==> src/rtl/serial_pattern_source.sv <==
// Serial pattern source: latches a parallel pattern on a start edge and shifts it out MSB-first,
// holding each bit for DIV clocks, with one-shot or looping passes and busy/done status.
module serial_pattern_source #(
    parameter int unsigned WIDTH = 8,
    parameter int unsigned LEN_W = 4,
    parameter int unsigned DIV   = 1,
    parameter int unsigned CNT_W = 26
) (
    input  logic             clock,
    input  logic             resetn,
    input  logic             start,
    input  logic             abort,
    input  logic             loop,
    input  logic [WIDTH-1:0] pattern,
    input  logic [LEN_W-1:0] len,
    output logic             w_out,
    output logic             bit_valid,
    output logic             busy,
    output logic             done,
    output logic [LEN_W-1:0] bit_idx
);

    typedef enum logic [0:0] {StIdle, StShift} state_e;

    localparam logic [CNT_W-1:0] CntMax   = CNT_W'(DIV - 1);
    localparam logic [LEN_W-1:0] LenWidth = LEN_W'(WIDTH);

    state_e             state_q, state_d;
    logic [WIDTH-1:0]   sh_q, sh_d;
    logic [WIDTH-1:0]   pat_q, pat_d;
    logic [LEN_W-1:0]   len_q, len_d;
    logic [CNT_W-1:0]   cnt_q, cnt_d;
    logic [LEN_W-1:0]   idx_q, idx_d;
    logic               w_q, w_d;
    logic               valid_q, valid_d;
    logic               busy_q, busy_d;
    logic               done_q, done_d;
    logic               start_q;
    logic               start_pulse;
    logic [LEN_W-1:0]   len_eff;
    logic [WIDTH-1:0]   sh_shl;
    logic               last_bit;

    assign start_pulse = start & ~start_q;
    // A length of zero or beyond the register width means "send the whole register".
    assign len_eff     = ((len == '0) || (len > LenWidth)) ? LenWidth : len;
    assign sh_shl      = sh_q << 1;
    assign last_bit    = (idx_q == (len_q - LEN_W'(1)));

    always_comb begin
        state_d = state_q;
        sh_d    = sh_q;
        pat_d   = pat_q;
        len_d   = len_q;
        cnt_d   = cnt_q;
        idx_d   = idx_q;
        w_d     = w_q;
        valid_d = 1'b0;
        busy_d  = busy_q;
        done_d  = 1'b0;

        if (abort) begin
            state_d = StIdle;
            w_d     = 1'b0;
            busy_d  = 1'b0;
            idx_d   = '0;
            cnt_d   = '0;
        end else begin
            unique case (state_q)
                StIdle: begin
                    if (start_pulse) begin
                        state_d = StShift;
                        sh_d    = pattern;
                        pat_d   = pattern;
                        len_d   = len_eff;
                        cnt_d   = '0;
                        idx_d   = '0;
                        w_d     = pattern[WIDTH-1];
                        valid_d = 1'b1;
                        busy_d  = 1'b1;
                    end
                end
                StShift: begin
                    if (cnt_q != CntMax) begin
                        cnt_d = cnt_q + CNT_W'(1);
                    end else begin
                        cnt_d = '0;
                        if (!last_bit) begin
                            sh_d    = sh_shl;
                            w_d     = sh_shl[WIDTH-1];
                            valid_d = 1'b1;
                            idx_d   = idx_q + LEN_W'(1);
                        end else if (loop) begin
                            // Reload from the latched copy so live pattern edits never leak in.
                            sh_d    = pat_q;
                            w_d     = pat_q[WIDTH-1];
                            valid_d = 1'b1;
                            idx_d   = '0;
                        end else begin
                            state_d = StIdle;
                            w_d     = 1'b0;
                            busy_d  = 1'b0;
                            idx_d   = '0;
                            done_d  = 1'b1;
                        end
                    end
                end
                default: state_d = StIdle;
            endcase
        end
    end

    always_ff @(posedge clock or negedge resetn) begin
        if (!resetn) begin
            state_q <= StIdle;
            sh_q    <= '0;
            pat_q   <= '0;
            len_q   <= '0;
            cnt_q   <= '0;
            idx_q   <= '0;
            w_q     <= 1'b0;
            valid_q <= 1'b0;
            busy_q  <= 1'b0;
            done_q  <= 1'b0;
            start_q <= 1'b0;
        end else begin
            state_q <= state_d;
            sh_q    <= sh_d;
            pat_q   <= pat_d;
            len_q   <= len_d;
            cnt_q   <= cnt_d;
            idx_q   <= idx_d;
            w_q     <= w_d;
            valid_q <= valid_d;
            busy_q  <= busy_d;
            done_q  <= done_d;
            start_q <= start;
        end
    end

    assign w_out     = w_q;
    assign bit_valid = valid_q;
    assign busy      = busy_q;
    assign done      = done_q;
    assign bit_idx   = idx_q;

endmodule

==> config.mk <==
export PLATFORM = sky130hd
export DESIGN_NAME = serial_pattern_source
export DESIGN_NICKNAME = d
export VERILOG_FILES = /design/src/rtl/serial_pattern_source.sv
export SDC_FILE = /design/constraint.sdc
export NUM_CORES = 1
export LEC_CHECK = 0
export ABC_AREA = 1
export CAP_MARGIN = 5
export CORE_ASPECT_RATIO = 1.1
export CORE_MARGIN = 3
export CORE_UTILIZATION = 45
export DETAILED_ROUTE_END_ITERATION = 6
export HOLD_SLACK_MARGIN = 0.12
export PLACE_DENSITY = 0.76
export SLEW_MARGIN = 10
export SYNTH_ARGS = -nofsm -noshare
export SYNTH_HDL_FRONTEND = slang
export SYNTH_SLANG_ARGS = --single-unit
export TNS_END_PERCENT = 20
==> constraint.sdc <==
create_clock -name clock -period 2.2 [get_ports clock]
set_input_delay 0.44 -clock clock [delete_from_list [all_inputs] [get_ports clock]]
set_output_delay 0.44 -clock clock [all_outputs]
set_load 0.02 [all_outputs]
==> Flow_metrics.wiki <==
{| class="wikitable"
! Metric !! Value
|-
| Design internal power || around 1.5 mW
|-
| RSZ-0062 raised after global routing || no
|-
| TritonCTS clock tree || built
|-
| Total iterations of the first detailed-routing run || 4
|-
| Tot Pwr || ~2.2 mW
|-
| Latest clock arrival within the worst-skew pair || 320 ps
|-
| Global-route wire length before repair || ~14,000 um
|-
| Setup_tns || 0 ps
|-
| H-tree Lvls || 2
|-
| Fin. Hold Viols || 0
|-
| Clock sinks || 55
|-
| Area growth syn-to-layout || 12.3%
|-
| Routability congestion estimate || 0.950
|-
| Core Area || slightly above 7000 um^2
|-
| Buffers inserted by post-CTS timing repair || 0
|-
| Highest metal layer used by the detailed router || met4
|-
| Number of vias after detailed routing || 3,078
|-
| Pin count of the biggest net entering global routing || between 50 and 60
|-
| Number of top-level pins || 25
|-
| 1st-iter DRT viols || 238
|-
| Final Max Slew Viols || 0
|-
| Critical Path Slowest Stage Cell || sky130_fd_sc_hd__clkdlybuf4s50_1
|-
| Worst-case setup slack after placement || approximately 140 ps
|-
| Syn Nets || 475
|-
| Clock transition at the register clock pins on the worst setup and hold paths after CTS || 100 ps
|-
| Post-detailed-route via-to-cell ratio || ~5.4
|-
| Part of the cycle the worst path needs || 0.857
|-
| CP top delay family || buffers and inverters
|-
| Tightest Pin Transition || about 690 ps
|-
| WL met2 || around 3800 um
|-
| Number of core rows || 32
|-
| Setup skew after layout || slightly above 9 ps
|-
| Ys Warns || 0
|-
| Worst endpoint required time || ~1800 ps
|-
| Antenna Diode Count || 0
|-
| Most common cell after layout, fill and taps aside || sky130_fd_sc_hd__nand2_1
|-
| Final setup slack of the worst path || about 310 ps
|-
| Static leakage power || between 1.5 and 2 nW
|-
| Layout cells sized above 1 || 0.109
|-
| Global router's overall resource usage || 0.207
|-
| Effective utilization at floorplan || 0.469
|-
| Number of nets in the layout || 506
|-
| Detail Route Antenna Nets || 0
|-
| Peak supply drop || between 500 and 600 uV
|-
| Global route overflow || 0
|-
| Distinct cell type count after synthesis || 28
|-
| Drt drc || 0
|-
| Critical Path Sink Type || output pin
|-
| PD cells || slightly below 600 nW/um^2
|-
| Run status || finished, final reports clean
|-
| Horiz. Die Dim || 88.2 um
|-
| Worst Path Buf+Inv || 1
|-
| Cell count after synthesis || roughly 450
|-
| Switch Pwr || a little under 700 uW
|-
| Vias in the first global route || ~3,000
|-
| Sort of element at the start of the critical path || flip-flop
|-
| List of cells traversed by the critical path || clkdlybuf4s50_1
|-
| Synthesized area per cell || between 7 and 8 um^2
|-
| Die height || between 90 and 100 um
|-
| Largest fanout on the critical path || 5
|-
| Final cell area excluding filler cells || around 3800 um^2
|-
| Max incr delay on CP || roughly 650 ps
|-
| Max-cap viol count || 0
|-
| Post-detail-place hpwl || 6060 um
|-
| Routed metal-1 wirelength || approximately 3700 um
|-
| Die area || between 8000 and 9000 um^2
|-
| Number of input and output port buffers inserted || 24
|-
| Maximum clock rate || 0.530 GHz
|-
| Routed WL per cell || 14.1 um
|-
| Switching power share of the total || 0.313
|-
| Master cell of the clock root buffer || sky130_fd_sc_hd__clkbuf_8
|-
| Antenna violations before repair || 0
|-
| Part of the power in registers || 0.525
|-
| Maximum number of buffers from clock root to sink || 2
|-
| Hold-fix buffer count after cts || 0
|-
| Worst slew slack as a fraction of its limit || 0.542
|-
| Final count of negative-setup-slack endpoints || 0
|-
| Final critical-path required period || around 1900 ps
|-
| Class of the worst hold path || input port to async pin
|-
| Total detailed-routing wirelength || 8050 um
|-
| Share of the yosys chip area belonging to registers || 0.411
|-
| Met3 Wirelength || 336 um
|-
| Register bit total from synthesis || 55
|-
| Critical path data arrival time || around 1500 ps
|-
| Netlist area before placement || 3350 um^2
|-
| Most frequent cells in the layout || sky130_fd_sc_hd__nand2_1, sky130_fd_sc_hd__inv_1, sky130_fd_sc_hd__dfrtp_1
|-
| Clock group share of total power || 0.260
|-
| Crit Path Class || flip-flop to output pin
|-
| Number of cells upsized or downsized after cts || 0
|-
| Portion of total power attributed to combinational logic || 0.215
|-
| Post-detailed-placement cell area || about 3700 um^2
|-
| Number of buffers created by CTS || 5
|}
## cell usage after synthesis
cell / count / area (um^2)
sky130_fd_sc_hd__xor2_1: 6 / 52.6
sky130_fd_sc_hd__o21ai_0: 16 / 80.1
sky130_fd_sc_hd__inv_6: 1 / 8.76
sky130_fd_sc_hd__inv_2: 5 / 18.8
sky130_fd_sc_hd__nand2_1: 110 / 413
sky130_fd_sc_hd__inv_1: 59 / 221
sky130_fd_sc_hd__o22ai_1: 8 / 50.1
sky130_fd_sc_hd__nor2_2: 5 / 31.3
sky130_fd_sc_hd__nand3_2: 2 / 20.0
sky130_fd_sc_hd__ha_1: 4 / 50.1
sky130_fd_sc_hd__nand4_1: 17 / 106
sky130_fd_sc_hd__nand2_4: 7 / 78.8
sky130_fd_sc_hd__nor3_1: 9 / 45.0
sky130_fd_sc_hd__buf_2: 3 / 15.0
sky130_fd_sc_hd__o21ai_2: 3 / 26.3
sky130_fd_sc_hd__nor2_4: 5 / 56.3
sky130_fd_sc_hd__nand2_2: 6 / 37.5
sky130_fd_sc_hd__nor4_1: 4 / 25.0
sky130_fd_sc_hd__o211ai_1: 1 / 7.51
sky130_fd_sc_hd__o21ai_1: 10 / 50.1
sky130_fd_sc_hd__nor2_1: 49 / 184
sky130_fd_sc_hd__buf_6: 6 / 67.6
sky130_fd_sc_hd__a21oi_1: 12 / 60.1
sky130_fd_sc_hd__dfrtp_1: 55 / 1380
sky130_fd_sc_hd__xnor2_1: 2 / 17.5
sky130_fd_sc_hd__or2_2: 1 / 6.26
sky130_fd_sc_hd__nand3_1: 47 / 235
sky130_fd_sc_hd__clkinv_2: 1 / 5.00
## per-stage QoR
step           cells  utilization  hold slack, ps
2_1_floorplan    454            -             144
5_1_grt          570        0.527             297
6_report         570        0.527             244
3_3_place_gp     563        0.515             466
3_5_place_dp     563        0.515             473
4_1_cts          570        0.527             275
## power by group through the flow
stage	Clock [mW]	Combinational [mW]	Sequential (mW)
after floorplan	0	0.324	1.17
after global placement	0	0.462	1.17
after detailed placement	0	0.473	1.17
after CTS	0.589	0.475	1.15
after global routing	0.627	0.533	1.16
final	0.569	0.470	1.15
## flip-flops by register name, summed over array words and instances, names as in the netlist
signal     cells
w_out          1
bit_valid      1
pat_q          8
busy           1
cnt_q         26
sh_q           7
bit_idx        4
len_q          4
state_q        1
start_q        1
done           1
## layer usage
layer,up-vias,GRT usage
met5,-,0
li1,1528,-
met4,0,0.0768
met2,94,0.343
met1,1437,0.275
met3,19,0.0288
## kinds of logic after synthesis
group,count (synthesis),share of synthesized area
AO/OA/AOI/OAI,50,0.0819
flip-flops,55,0.411
XOR/XNOR,8,0.0209
buffers and inverters,75,0.101
adder cells (fa/ha/maj),4,0.0150
AND/OR/NAND/NOR,262,0.370
## path summary, 6_finish.rpt
kind                       depth (start not counted)  slack (ps)    endpoint  startpoint
min                                                2         240   cnt_q[22]      resetn
max reg2reg                                       12         400     sh_q[5]    len_q[0]
max                                                1         310  bit_idx[3]  bit_idx[3]
min reg2reg                                        2         490     sh_q[4]     sh_q[4]
max in group asynchronous                          2        1500   cnt_q[14]      resetn
min in group clock                                 2         490     sh_q[4]     sh_q[4]
## cell type report
class	count	area, um^2
inverter	66	254
fill	712	3370
timing repair buffer	33	303
sequential	55	1380
tap	85	106
multi-input combinational	324	1630
clock inverter	2	16.3
clock buffer	5	68.8
No activity file was read; power rests on OpenSTA's default activity.
